## src/rtl/cpu_pkg.sv

```systemverilog
// Shared definitions for the CPU data-memory subsystem: memory geometry,
// arbiter state encoding and fixed requester slots.
package cpu_pkg;

  localparam int DMEM_AW = 9;
  localparam int DMEM_DW = 8;

  localparam int REQ_CPU = 0;
  localparam int REQ_DBG = 1;

  typedef enum logic {
    IDLE  = 1'b0,
    GRANT = 1'b1
  } arb_state_t;

  // Successor of a requester index, wrapping back to 0 after the last one
  function automatic int next_index(input int idx, input int n);
    return (idx + 1 >= n) ? 0 : idx + 1;
  endfunction

endpackage

```

## src/rtl/rr_picker.sv

```systemverilog
// Combinational round-robin picker: chooses the first requester at or after
// rr_ptr, or only the lock owner while a lock is held.
module rr_picker
  import cpu_pkg::*;
#(
  parameter int NREQ = 2,
  parameter int IW   = (NREQ > 1) ? $clog2(NREQ) : 1
) (
  input  logic [NREQ-1:0] req,
  input  logic [IW-1:0]   rr_ptr,
  input  logic            lock_valid,
  input  logic [IW-1:0]   lock_owner,
  output logic [NREQ-1:0] winner,
  output logic [IW-1:0]   index,
  output logic            any
);

  int            cand;
  logic [IW-1:0] cand_idx;

  // Scan requesters in rotating order; a held lock masks everyone but the owner
  always_comb begin
    winner   = '0;
    index    = '0;
    any      = 1'b0;
    cand     = 0;
    cand_idx = '0;
    if (lock_valid) begin
      if (req[lock_owner]) begin
        winner[lock_owner] = 1'b1;
        index              = lock_owner;
        any                = 1'b1;
      end
    end else begin
      for (int k = 0; k < NREQ; k++) begin
        cand = int'(rr_ptr) + k;
        if (cand >= NREQ) cand = cand - NREQ;
        cand_idx = IW'(cand);
        if (!any && req[cand_idx]) begin
          winner[cand_idx] = 1'b1;
          index            = cand_idx;
          any              = 1'b1;
        end
      end
    end
  end

endmodule

```

## src/rtl/dmem_arbiter.sv

```systemverilog
// Round-robin arbiter with RMW lock in front of the single-port synchronous
// dmem macro. Every access is one GRANT cycle followed by one IDLE cycle, and
// all memory control comes straight from flops.
module dmem_arbiter
  import cpu_pkg::*;
#(
  parameter int NREQ = 2,
  parameter int AW   = DMEM_AW,
  parameter int DW   = DMEM_DW
) (
  input  logic             clk,
  input  logic             rst_n,
  input  logic [NREQ-1:0]  req,
  input  logic [NREQ-1:0]  we,
  input  logic [NREQ-1:0]  lock,
  input  logic [NREQ*AW-1:0] addr,
  input  logic [NREQ*DW-1:0] wdata,
  output logic [NREQ-1:0]  gnt,
  output logic [NREQ-1:0]  rvalid,
  output logic [DW-1:0]    rdata,
  output logic             mem_en,
  output logic             mem_we,
  output logic [AW-1:0]    mem_addr,
  output logic [DW-1:0]    mem_wdata,
  input  logic [DW-1:0]    mem_rdata
);

  localparam int IW = (NREQ > 1) ? $clog2(NREQ) : 1;

  arb_state_t      state_q, state_d;
  logic [NREQ-1:0] gnt_q, gnt_d;
  logic [NREQ-1:0] rvalid_q, rvalid_d;
  logic            mem_en_q, mem_en_d;
  logic            mem_we_q, mem_we_d;
  logic [AW-1:0]   mem_addr_q, mem_addr_d;
  logic [DW-1:0]   mem_wdata_q, mem_wdata_d;
  logic [IW-1:0]   rr_ptr_q, rr_ptr_d;
  logic [IW-1:0]   win_q, win_d;
  logic            lock_valid_q, lock_valid_d;
  logic [IW-1:0]   lock_owner_q, lock_owner_d;

  logic [NREQ-1:0] pick_onehot;
  logic [IW-1:0]   pick_idx;
  logic            pick_any;

  rr_picker #(
    .NREQ (NREQ),
    .IW   (IW)
  ) u_picker (
    .req        (req),
    .rr_ptr     (rr_ptr_q),
    .lock_valid (lock_valid_q),
    .lock_owner (lock_owner_q),
    .winner     (pick_onehot),
    .index      (pick_idx),
    .any        (pick_any)
  );

  // State and output registers; reset kills an in-flight access immediately
  always_ff @(posedge clk or negedge rst_n) begin
    if (!rst_n) begin
      state_q      <= IDLE;
      gnt_q        <= '0;
      rvalid_q     <= '0;
      mem_en_q     <= 1'b0;
      mem_we_q     <= 1'b0;
      mem_addr_q   <= '0;
      mem_wdata_q  <= '0;
      rr_ptr_q     <= '0;
      win_q        <= '0;
      lock_valid_q <= 1'b0;
      lock_owner_q <= '0;
    end else begin
      state_q      <= state_d;
      gnt_q        <= gnt_d;
      rvalid_q     <= rvalid_d;
      mem_en_q     <= mem_en_d;
      mem_we_q     <= mem_we_d;
      mem_addr_q   <= mem_addr_d;
      mem_wdata_q  <= mem_wdata_d;
      rr_ptr_q     <= rr_ptr_d;
      win_q        <= win_d;
      lock_valid_q <= lock_valid_d;
      lock_owner_q <= lock_owner_d;
    end
  end

  // Next state: leave IDLE only when the picker has a winner; GRANT lasts one cycle
  always_comb begin
    state_d = state_q;
    case (state_q)
      IDLE:    if (pick_any) state_d = GRANT;
      GRANT:   state_d = IDLE;
      default: state_d = IDLE;
    endcase
  end

  // Register next values: launch the winner's access, then retire it and update priority/lock
  always_comb begin
    gnt_d        = '0;
    rvalid_d     = '0;
    mem_en_d     = 1'b0;
    mem_we_d     = 1'b0;
    mem_addr_d   = '0;
    mem_wdata_d  = '0;
    rr_ptr_d     = rr_ptr_q;
    win_d        = win_q;
    lock_valid_d = lock_valid_q;
    lock_owner_d = lock_owner_q;
    case (state_q)
      IDLE: begin
        if (pick_any) begin
          gnt_d       = pick_onehot;
          mem_en_d    = 1'b1;
          mem_we_d    = we[pick_idx];
          mem_addr_d  = addr[pick_idx*AW +: AW];
          mem_wdata_d = wdata[pick_idx*DW +: DW];
          win_d       = pick_idx;
        end
      end
      GRANT: begin
        rr_ptr_d     = IW'(next_index(int'(win_q), NREQ));
        lock_valid_d = lock[win_q];
        lock_owner_d = win_q;
        if (!mem_we_q) rvalid_d[win_q] = 1'b1;
      end
      default: ;
    endcase
  end

  assign gnt       = gnt_q;
  assign rvalid    = rvalid_q;
  assign rdata     = mem_rdata;
  assign mem_en    = mem_en_q;
  assign mem_we    = mem_we_q;
  assign mem_addr  = mem_addr_q;
  assign mem_wdata = mem_wdata_q;

endmodule

```

## config.mk

```make
export PLATFORM = sky130hd
export DESIGN_NAME = dmem_arbiter
export DESIGN_NICKNAME = d
export VERILOG_FILES = /design/src/rtl/cpu_pkg.sv /design/src/rtl/rr_picker.sv /design/src/rtl/dmem_arbiter.sv
export SDC_FILE = /design/constraint.sdc
export NUM_CORES = 1
export LEC_CHECK = 0
export CAP_MARGIN = 5
export CORE_MARGIN = 4
export CORE_UTILIZATION = 31
export CTS_CLUSTER_DIAMETER = 200
export DETAILED_ROUTE_END_ITERATION = 8
export PLACE_DENSITY = 0.71
export SETUP_SLACK_MARGIN = 0.05
export SYNTH_ARGS = -nofsm -noshare
export SYNTH_HDL_FRONTEND = slang
export SYNTH_SLANG_ARGS = --single-unit
```

## constraint.sdc

```tcl
create_clock -name clk -period 1.9 [get_ports clk]
set_input_delay 0.19 -clock clk [delete_from_list [all_inputs] [get_ports clk]]
set_output_delay 0.19 -clock clk [all_outputs]
set_load 0.005 [all_outputs]
```

## Word-level counts from Yosys, hierarchy flattened

Index checks and enable logic that the tools add are counted.

| storage, ports and cells | value |
|---|---|
| output and inout bits | 31 |
| bits of input ports | 50 |
| logic and storage cells | 89 |
| bits in registers | 28 |

| cells by class | value |
|---|---|
| order comparisons | 12 |
| shift operators | 2 |
| muxes and demuxes | 50 |
| bitwise operators | 2 |
| reduce and logical (&&, ||, !) cells | 7 |
| $mul | 1 |
| add/subtract/negate cells | 4 |

Operators by type and width:

| cell | count |
|---|---|
| $mux W1 | 32 |
| $mux W2 | 9 |
| $mux W9 | 2 |
| $shiftx A18 B6 Y9 | 1 |
| $mux W8 | 2 |
| $shiftx A16 B5 Y8 | 1 |
| $lt A1 B2 Y1 const B | 5 |
| $logic_and A1 B1 Y1 | 5 |
| $mul A1 B4 Y5 const B | 1 |
| $add A1 B1 Y2 const B | 2 |
| $demux W1 S1 | 4 |
| $ge A1 B1 Y1 const B | 4 |
| $ge A2 B2 Y1 const B | 2 |
| $ge A1 B2 Y1 const B | 1 |
| $or A2 B2 Y2 | 1 |
| $pmux W1 S2 | 1 |
| $reduce_and A2 Y1 | 1 |
| $sub A1 B1 Y1 const B | 2 |
| $logic_not A1 Y1 | 1 |
| $not A1 Y1 | 1 |

## Longest topological paths before layout

Gate-level depths: netlist of the first run.

| logic depth | value |
|---|---|
| depth after elaboration | 15 |
| mapped depth | 5 |
| gate-level depth less buffers | 3 |

## Cells and area by module

Synthesis of the first run repeated with hierarchy kept, for this count alone.

| unflattened totals | value |
|---|---|
| cell total of the unflattened synthesis | 96 |
| area total of the unflattened synthesis | 1,203.7 µm² |

Modules (own cells, without submodules):

| module | area an instance (µm²) | instances | seq. area each (µm²) | cells an instance |
|---|---|---|---|---|
| dmem_arbiter | 1,142.3 | 1 | 675.6 | 88 |
| rr_picker | 61.3 | 1 | 0.0 | 8 |

## Worst setup path after synthesis of the first run

No wires, ideal clock.

| timing | value |
|---|---|
| path type | register to register |
| start point | reg lock_valid_q |
| end point | reg mem_addr_q[0] (netlist: mem_addr[0]) |
| arrival | 1.187 ns |
| stages on the path, launching flop included | 6 |
| clock period less this slack | 1.314 ns |
| buffers on the path | 2 |
| setup time | 0.127 ns |
| slack | 0.586 ns |
| required time | 1.773 ns |
| cell sequence | dfrtp_1 or3b_1 buf_6 buf_8 nand4_1 a21oi_1 |

| between the ends | value |
|---|---|
| cells in the longest elaborated chain, start to end | 5 |
| elaborated cells on any way between the ends | 6 |
| classes of those cells | mul (1); shift (1); mux (4) |

RTL lines:

| what | RTL line | text |
|---|---|---|
| from (decl) | dmem_arbiter.sv:39 | `logic lock_valid_q, lock_valid_d;` |
| from (signal assigned) | dmem_arbiter.sv:83 | `lock_valid_q <= lock_valid_d;` |
| $mux W1 | rr_picker.sv:28 | `if (lock_valid) begin` |
| $mul A1 B4 Y5 | dmem_arbiter.sv:116 | `mem_addr_d = addr[pick_idx*AW +: AW];` |
| $shiftx A18 B6 Y9 | dmem_arbiter.sv:116 |  |
| $mux W9 (*) | dmem_arbiter.sv:112 | `if (pick_any) begin` |
| $mux W9 (*) | dmem_arbiter.sv:110 | `case (state_q)` |
| via mem_addr_d[0] | dmem_arbiter.sv:35 | `logic [AW-1:0] mem_addr_q, mem_addr_d;` |
| to (signal assigned) | dmem_arbiter.sv:79 | `mem_addr_q <= mem_addr_d;` |
| to (decl) | dmem_arbiter.sv:35 |  |

The timed path passes the listed nets; every way through them passes the cells marked *.
A chain may end at the register's enable or synchronous reset.

## Worst setup path in the final report of the first run

| timing | value |
|---|---|
| start point | reg lock_valid_q |
| end point | reg mem_addr_q[6] (netlist: mem_addr[6]) |

Same word-level chain as after synthesis.

==> out/metrics.yaml, run 1 <==
outcome:
  status: "finished clean"
floorplanning:
  core_mm2: 0.00406
  die_y_um: 73.2
  start_util_pct: 32.5
  ioPinCount: 81
  rows: 23
  fp.dieW_um: 73.2
  dieArea_mm2: 0.00536
synthesis:
  synth-simple-area-share_pct: 14.4
  synth.distinct_cells: 26
  syn_nets: 175
  synth_top_cell_by_area: "dfrtp_1"
  ys_seq_area_share_pct: 51.3
  synth_warnings: 0
  avgSynthCellArea_um2: 10.5
  synth_compound_area_share_pct: 20.1
  synth_top_family_by_area: "compound AO/OA/AOI/OAI gates"
  yosys_most_used_dff: "dfrtp_1"
  yosysTopAreaCellShare_pct: 51.3
  synth_edf_count: 0
  syn-cell-area_mm2: 0.00132
  synth_area_leaders: "dfrtp_1 51%, o31ai_1 10%, nand4_1 8.5%"
  synth_cells: 125
  ys_seq_elements: 27
  synthXorXnorAreaFrac_pct: 0
  muxShareOfSynthArea_pct: 1.61
  synth.most_common_cell: "dfrtp_1"
  synthAdderAreaFrac_pct: 0
  synth_common_cells: "27 x dfrtp_1, 20 x a21oi_1, 18 x nand4_1, 18 x o31ai_1, 10 x buf_4"
  async_flop_share_pct: 100
routing:
  routedWlPerCell_um: 17.3
  routed-via-count: 1270
  via_per_inst: 5.62
  wirelength_um: 3920
  drtAntennaViolNets: 0
  drc: 0
  drt_first_pass_iters: 4
  drt_iter0_drc: 86
power_and_ir_drop:
  leakage_uw: 0.000794
  power_density_mw_per_mm2: 1200
  ir_worst_vdd_mv: 0.584
clock_tree:
  cts_root_buf: "clkbuf_8"
  cts_tree: "done"
  numClockSinks: 27
  clockBufferDepth: 2
  cts_buffers: 3
  clock_latency_ns: 0.27
  cts.htree.levels: 1
  clkTransAtPathRegs_ns: 0.09
  post_cts_buffers: 0
worst_setup_path:
  endpoint_kind: "flip-flop"
  r2r_end: "mem_addr[6]"
  r2r_start: "lock_valid_q"
  start_kind: "flip-flop"
  reg2reg_slack_ns: 0.29
  arrival_ns: 1.74
  reg2regPathDepth: 3
  setup.worst_path.class: "flip-flop to flip-flop"
  path_max_fanout: 19
  worst_ep_required_time_ns: 2.03
sta:
  max_freq_mhz: 623
  skew_ns: 0.00313
  fin_crit_ns: 1.61
  tightestPinTransition_ns: 0.681
  drv_slew: 0
  hold_viol: 0
  hold_ws_ns: 0.282
  finalCritPeriodShare_pct: 84.5
  relSlewSlack_pct: 54.6
  setup_viol: 0
  rsz0062_at_grt: "false"
layout:
  design_area_mm2: 0.00196
  nFillCells: 361
  syn2layout_area_growth_pct: 48.8
  layout.nets: 227
  drive_above_1_share_pct: 6.82
  diodes: 0
job:
  maxCapViolations: 0
global_route:
  grt_util_all_layers_pct: 14.9
  first_global_vias: 1274
  grt_max_degree: 28
  gr-total-overflow: 0
  grt_pass1_wl_um: 6240
  antenna_found_initial: 0
worst_hold_path:
  hp-class: "input port to async pin"
placement:
  hpwl_um: 2730
  port_buffers: 64
  placed_cell_area_mm2: 0.00190
  gp_congestion: 0.790
==> where the power goes <==
part	total (µW)	switching (µW)	internal [µW]	leakage, µW
clock network	327	180	147	0.0000255
registers	926	142	784	0.000351
logic	1110	536	571	0.000418
==> critical path, stage by stage, from the launching register on <==
cell and delay (ns):
dfrtp_1 0.48, or3b_1 0.68, nand4_1 0.21, a21oi_1 0.09
==> cell families after synthesis <==
group / after synthesis
AOI/OAI and AO/OA: 42
buffers and inverters: 24
DFF: 27
muxes: 2
and+or+nand+nor: 30
==> what timing repair did <==
item | CTS | global route
setup endpoints to repair | 0 | 20
resized for setup | 0 | 1
hold endpoints to repair | 0 | 0
hold buffers | 0 | 0
==> registers in the layout, summed over array words and instances (netlist names), 2 cells and up <==
register   flops
rvalid         2
gnt            2
mem_addr       9
mem_wdata      8
==> metrics by stage <==
stage | std cells | total power (µW) | TNS (ns) | utilization (%) | setup slack, ns
2_1_floorplan | 125 | 1500 | 0 | - | 0.586
3_3_place_gp | 222 | 1980 | 0 | 46.9 | 0.106
3_5_place_dp | 222 | 2020 | -0.0117 | 46.9 | -0.0117
4_1_cts | 226 | 2360 | 0 | 48.0 | 0.180
5_1_grt | 226 | 2530 | 0 | 48.3 | 0.147
6_report | 226 | 2360 | 0 | 48.3 | 0.294
==> cell usage in the layout, fill, tap and decap left out <==
cell type,netlist,final
nand2_1,1,1
a21boi_0,1,1
nor3b_4,1,1
o31ai_1,18,18
nor2_1,4,4
inv_2,1,1
clkbuf_8,0,3
o21ai_0,1,1
o221ai_4,0,1
buf_4,10,4
mux2i_1,1,1
clkinv_2,0,1
nand2b_1,1,1
clkdlybuf4s50_1,0,64
and2b_1,1,1
nand3_1,1,1
o2bb2ai_1,1,1
nor3b_1,1,1
or3b_1,1,1
a21oi_1,20,20
inv_1,2,2
dfrtp_1,27,27
nand4_1,18,18
mux2_2,1,1
nor3_1,1,1
==> metal layers <==
| layer | vias up | share of wire, % | global-route usage [%] |
|---|---|---|---|
| met5 | - | 0 | 0 |
| met4 | 0 | 1.5 | 3.48 |
| met3 | 11 | 12 | 5.23 |
| met2 | 85 | 45 | 24.0 |
| met1 | 612 | 42 | 19.2 |
| li1 | 562 | - | - |
==> worst max-delay path by stage <==
stage,startpoint,endpoint,cells past startpoint
after floorplan,lock_valid_q,mem_addr[0],5
after global placement,req[0],mem_addr[4],4
after detailed placement,req[0],mem_addr[1],4
after CTS,lock_valid_q,mem_addr[0],3
after global routing,lock_valid_q,mem_wdata[3],3
final,lock_valid_q,mem_addr[6],3
==> area by class of cell <==
class | count | area (µm²) | area share, %
inverters | 3 | 11.3 | 0.574
clock buffers | 3 | 41.3 | 2.11
clock inverters | 1 | 5.00 | 0.255
multi-input cells | 74 | 494 | 25.2
well taps | 50 | 62.6 | 3.19
flip-flops and latches | 27 | 676 | 34.5
repair buffers | 68 | 671 | 34.2
(Power assumes the default switching activity.)
==> run 2: changes to the inputs <==
- clock period: 1.9 -> 1.7 ns (I/O delays scaled with it)
==> out/metrics.yaml, run 2 (synthesized netlist as in run 1, its figures left out) <==
power_and_ir_drop:
  power_density_mw_per_mm2: 1330  # +11%
  ir_worst_vdd_mv: 0.529  # -9.4%
  leakage_uw: 0.000809  # +1.9%
layout:
  layout.nets: 231  # +1.8%
  largest_reg_flops: 9  # unchanged
  syn2layout_area_growth_pct: 51.3
  final_common_cell: "clkdlybuf4s50_1"
  layout.cells.non_filler: 230  # +1.8%
  design_area_mm2: 0.00199  # +1.7%
  layout_common_cells: "64 x clkdlybuf4s50_1, 26 x dfrtp_1, 20 x a21oi_1"
  drive_above_1_share_pct: 9.44  # +2.6 points
  diodes: 0  # unchanged
floorplanning:
  fp.dieW_um: 73.2  # unchanged
  ioPinCount: 81  # unchanged
  dieArea_mm2: 0.00536  # unchanged
  rows: 23  # unchanged
  core_mm2: 0.00406  # unchanged
  start_util_pct: 32.5  # unchanged
  die_y_um: 73.2  # unchanged
placement:
  port_buffers: 64  # unchanged
  pre_cts_slack_ns: 0.113  # +0.125 ns
  hpwl_um: 2750  # +0.85%
  gp_congestion: 0.782  # -1.0%
  dp_cells: 226  # +1.8%
  placed_cell_area_mm2: 0.00195  # +2.2%
clock_tree:
  cts_root_buf: "clkbuf_8"
  clockBufferDepth: 2  # unchanged
  clkTransAtPathRegs_ns: 0.09  # about the same
  post_cts_buffers: 0  # unchanged
  clock_latency_ns: 0.27  # about the same
  numClockSinks: 27  # unchanged
  postCtsHoldBufs: 0  # unchanged
  cts_tree: "done"
  cts_buffers: 3  # unchanged
  ctsResizeCount: 0  # unchanged
  cts.htree.levels: 1  # unchanged
worst_setup_path:
  reg2reg_slack_ns: 0.30  # about the same
  cp_top_family: "buffers and inverters"
  r2r_end: "mem_addr[2]"
  start_kind: "flip-flop"
  cp_slowest_stage_delay_ns: 0.53  # -0.15 ns
  worst_ep_required_time_ns: 1.53  # -0.50 ns
  slowest_stage: "clkdlybuf4s50_1"
  path_cells: "clkdlybuf4s50_1"
  setup.worst_path.class: "flip-flop to primary output"
  endpoint_kind: "primary output"
  path_max_fanout: 10  # -9
  reg2regPathDepth: 3  # unchanged
  arrival_ns: 1.27  # -0.47 ns
  r2r_start: "lock_valid_q"
  crit_buf_inv: 1  # +1
routing:
  drt_first_pass_iters: 4  # unchanged
  routed-via-count: 1238  # -2.5%
  drc: 0  # unchanged
  routedWlPerCell_um: 16.6  # -4.1%
  via_per_inst: 5.38  # -4.2%
  drtAntennaViolNets: 0  # unchanged
  drt_iter0_drc: 57  # -34%
  wirelength_um: 3830  # -2.4%
worst_hold_path:
  hp-class: "input port to async pin"
sta:
  hold_ws_ns: 0.262  # -0.0197 ns
  finalCritPeriodShare_pct: 84.9
  tightestPinTransition_ns: 0.375  # -0.305 ns
  drv_slew: 0  # unchanged
  hold_viol: 0  # unchanged
  fin_crit_ns: 1.44
  setup_ws_ns: 0.256  # -0.0380 ns
  rsz0062_at_grt: "false"
  setup_tns_ns: 0  # unchanged
  skew_ns: 0.00196  # -0.00117 ns
  setup_viol: 0  # unchanged
  relSlewSlack_pct: 75.0  # +20 points
  max_freq_mhz: 693
global_route:
  antenna_found_initial: 0  # unchanged
  grt_max_degree: 28  # unchanged
  first_global_vias: 1263  # -0.86%
  grt_pass1_wl_um: 6390  # +2.4%
  gr-total-overflow: 0  # unchanged
  grt_util_all_layers_pct: 15.3  # +0.38 points
job:
  maxCapViolations: 0  # unchanged
outcome:
  status: "finished clean"
## run 2: power breakdown
group          internal, µW  leakage (µW)  switching [µW]
Clock                   168     0.0000228             194
Combinational           675      0.000437             581
Sequential              878      0.000350             161
## run 2: routing by layer
layer,track usage [%],vias to the layer above,wire length (µm)
li1,-,574,-
met1,21.2,592,1700
met2,23.3,64,1680
met3,3.86,8,376
met4,4.92,0,62
met5,0,-,0
## run 2: metrics by stage
step                      power, µW  utilization [%]
after detailed placement       2300             47.9
after CTS                      2670             49.1
after floorplan                1680                -
after global routing           2860             49.1
final                          2660             49.1
after global placement         2260             47.9
## run 2: worst max path at each step
| stage | start | endpoint | slack [ns] | depth (start not counted) |
|---|---|---|---|---|
| finish | mem_en | mem_en | 0.26 | 1 |
| CTS | mem_en | mem_en | 0.14 | 1 |
| floorplan | lock_valid_q | mem_addr[0] | 0.39 | 5 |
| detailed placement | req[0] | win_q | 0.11 | 5 |
| global placement | req[0] | win_q | 0.14 | 5 |
| global route | mem_en | mem_en | 0.17 | 1 |
## run 2: layout make-up
type,instances,area (µm²)
fillers,365,2060
repair buffers,72,713
flip-flops and latches,27,677
multi-input cells,74,484
well taps,50,62.6
clock buffers,4,45.0
inverters,3,11.3
==> run 3: changes to the inputs <==
- PLACE_DENSITY: 0.71 -> 0.74
- clock period: 1.7 -> 1.3 ns (I/O delays scaled with it)
==> out/metrics.yaml, run 3 (synthesized netlist as in run 1, its figures left out) <==
clock_tree:
  clkTransAtPathRegs_ns: 0.09  # about the same
  clock_latency_ns: 0.27  # about the same
  numClockSinks: 27  # unchanged
  cts_buffers: 3  # unchanged
  clockBufferDepth: 2  # unchanged
  cts.htree.levels: 1  # unchanged
  cts_root_buf: "clkbuf_8"
  cts_tree: "done"
placement:
  port_buffers: 64  # unchanged
  gp_congestion: 0.831  # +6.3%
  hpwl_um: 2710  # -1.3%
sta:
  fin_crit_ns: 1.33
  setup_viol: 9  # +9
  setup_ws_ns: -0.0297  # -0.286 ns
  setup_tns_ns: -0.129  # -0.129 ns
  finalCritPeriodShare_pct: 102
  rsz0062_at_grt: "true"
  relSlewSlack_pct: 77.2  # +2.2 points
  drv_slew: 0  # unchanged
  skew_ns: 0.00420  # +0.00224 ns
  max_freq_mhz: 752
  tightestPinTransition_ns: 0.343  # -0.0328 ns
  hold_viol: 0  # unchanged
  hold_ws_ns: 0.230  # -0.0329 ns
power_and_ir_drop:
  leakage_uw: 0.00111  # +37%
  p_clk_share_pct: 12.6  # -1.0 points
  sw_frac_of_total_pct: 35.0  # -0.24 points
  seqPwrFrac_pct: 34.6  # -4.5 points
  power_density_mw_per_mm2: 1710  # +28%
  ir_worst_vdd_mv: 0.623  # +18%
  p_comb_share_pct: 52.8  # +5.6 points
  p_int_uw: 2450  # +42%
  p_switching_uw: 1320  # +41%
layout:
  diodes: 0  # unchanged
  largest_reg_flops: 9  # unchanged
  final_common_cell: "clkdlybuf4s50_1"
  syn2layout_area_growth_pct: 66.9
  drive_above_1_share_pct: 18.7  # +9.2 points
  layout_common_cells: "43 x clkdlybuf4s50_1, 26 x dfrtp_1, 20 x a21oi_1"
  layout.nets: 244  # +5.6%
  nFillCells: 347  # -4.9%
worst_hold_path:
  hp-class: "input port to async pin"
global_route:
  grt_pass1_wl_um: 6150  # -3.8%
  gr-total-overflow: 0  # unchanged
  first_global_vias: 1290  # +2.1%
  grt_util_all_layers_pct: 14.8  # -0.49 points
  antenna_found_initial: 0  # unchanged
  grt_max_degree: 28  # unchanged
worst_setup_path:
  worst_ep_required_time_ns: 1.46  # -0.07 ns
  setup.worst_path.class: "flip-flop to flip-flop"
  cp_slowest_stage_delay_ns: 0.46  # -0.07 ns
  path_cells: "or3b_4 > clkbuf_16 > nand4_1 > a21oi_1"
  endpoint_kind: "flip-flop"
  arrival_ns: 1.49  # +0.22 ns
  start_kind: "flip-flop"
  slowest_stage: "dfrtp_2"
  path_max_fanout: 6  # -4
floorplanning:
  dieArea_mm2: 0.00536  # unchanged
  ioPinCount: 81  # unchanged
  die_y_um: 73.2  # unchanged
  core_mm2: 0.00406  # unchanged
  fp.dieW_um: 73.2  # unchanged
  start_util_pct: 32.5  # unchanged
  rows: 23  # unchanged
job:
  maxCapViolations: 0  # unchanged
routing:
  wirelength_um: 3840  # +0.31%
  via_per_inst: 5.10  # -5.2%
  drt_iter0_drc: 53  # -7.0%
  drt_first_pass_iters: 4  # unchanged
  drc: 0  # unchanged
  routedWlPerCell_um: 15.8  # -5.1%
  drtAntennaViolNets: 0  # unchanged
  routed-via-count: 1240  # +0.16%
outcome:
  violations: "setup timing"
  status: "finished, violations left"
## run 3: changes by cell type in the layout (fill, tap and decap cells not counted), sizes merged
cell,delta
dlymetal6s2s,+11
clkbuf,+1
buf,+12
clkdlybuf4s50,-21
dlygate4sd2,+10
## run 3: final cells by class
cell class                      count  area [µm²]  share of cell area [%]
Inverter                            3        11.3                   0.512
Sequential cell                    27         677                    30.8
Tap cell                           50        62.6                    2.85
Timing Repair Buffer               85         871                    39.6
Multi-Input combinational cell     74         532                    24.2
Clock buffer                        4        45.0                    2.05
## run 3: layer usage
layer	up-vias	share of wire (%)	GRT usage [%]
met5	-	0	0
li1	599	-	-
met4	0	1.7	6.97
met3	5	9.0	2.75
met2	57	48	24.1
met1	579	42	18.9
## run 3: repair_timing
| action | 4_1_cts | 5_1_grt |
|---|---|---|
| setup buffers | 2 | 0 |
| hold buffers | 0 | 0 |
| gates cloned | 1 | 1 |
| resized for setup | 17 | 20 |
| pin swaps | 0 | 4 |
| setup endpoints to repair | 30 | 31 |
## run 3: path summary, 6_finish.rpt
path	to	startpoint	slack, ns	cells after the start
max	mem_wdata[1]	lock_valid_q	-0.03	4
min	mem_addr[5]	rst_n	0.23	2
max reg2reg	mem_wdata[1]	lock_valid_q	-0.03	4
min reg2reg	rvalid[1]	mem_we	0.54	2
max in group asynchronous	lock_valid_q	rst_n	0.79	2
min in group clk	rdata[0]	mem_rdata[0]	0.26	0
## run 3: power groups by stage
stage / combinational [µW] / clock [µW] / sequential (µW)
2_1_floorplan: 860 / 0 / 1340
3_3_place_gp: 1880 / 0 / 1320
3_5_place_dp: 1910 / 0 / 1320
4_1_cts: 1930 / 494 / 1310
5_1_grt: 2170 / 521 / 1340
6_report: 1990 / 476 / 1300
## run 3: worst max-delay path: cells and delay by family, from the launching register on
family,cells,cell delay (ns)
flops,1,0.46
buf+inv,1,0.18
compound gates,1,0.06
simple gates,2,0.51
## run 3: per-stage QoR
step | cells | total power (µW) | util, % | worst slack, ns | cell area [µm²]
CTS | 242 | 3740 | 51.8 | 0.000878 | 2100
floorplan | 125 | 2200 | - | -0.0140 | 1320
detailed placement | 235 | 3240 | 49.9 | -0.308 | 2030
finish | 243 | 3770 | 54.2 | -0.0297 | 2200
global placement | 235 | 3200 | 49.9 | -0.203 | 2030
global route | 243 | 4040 | 54.2 | -0.103 | 2200
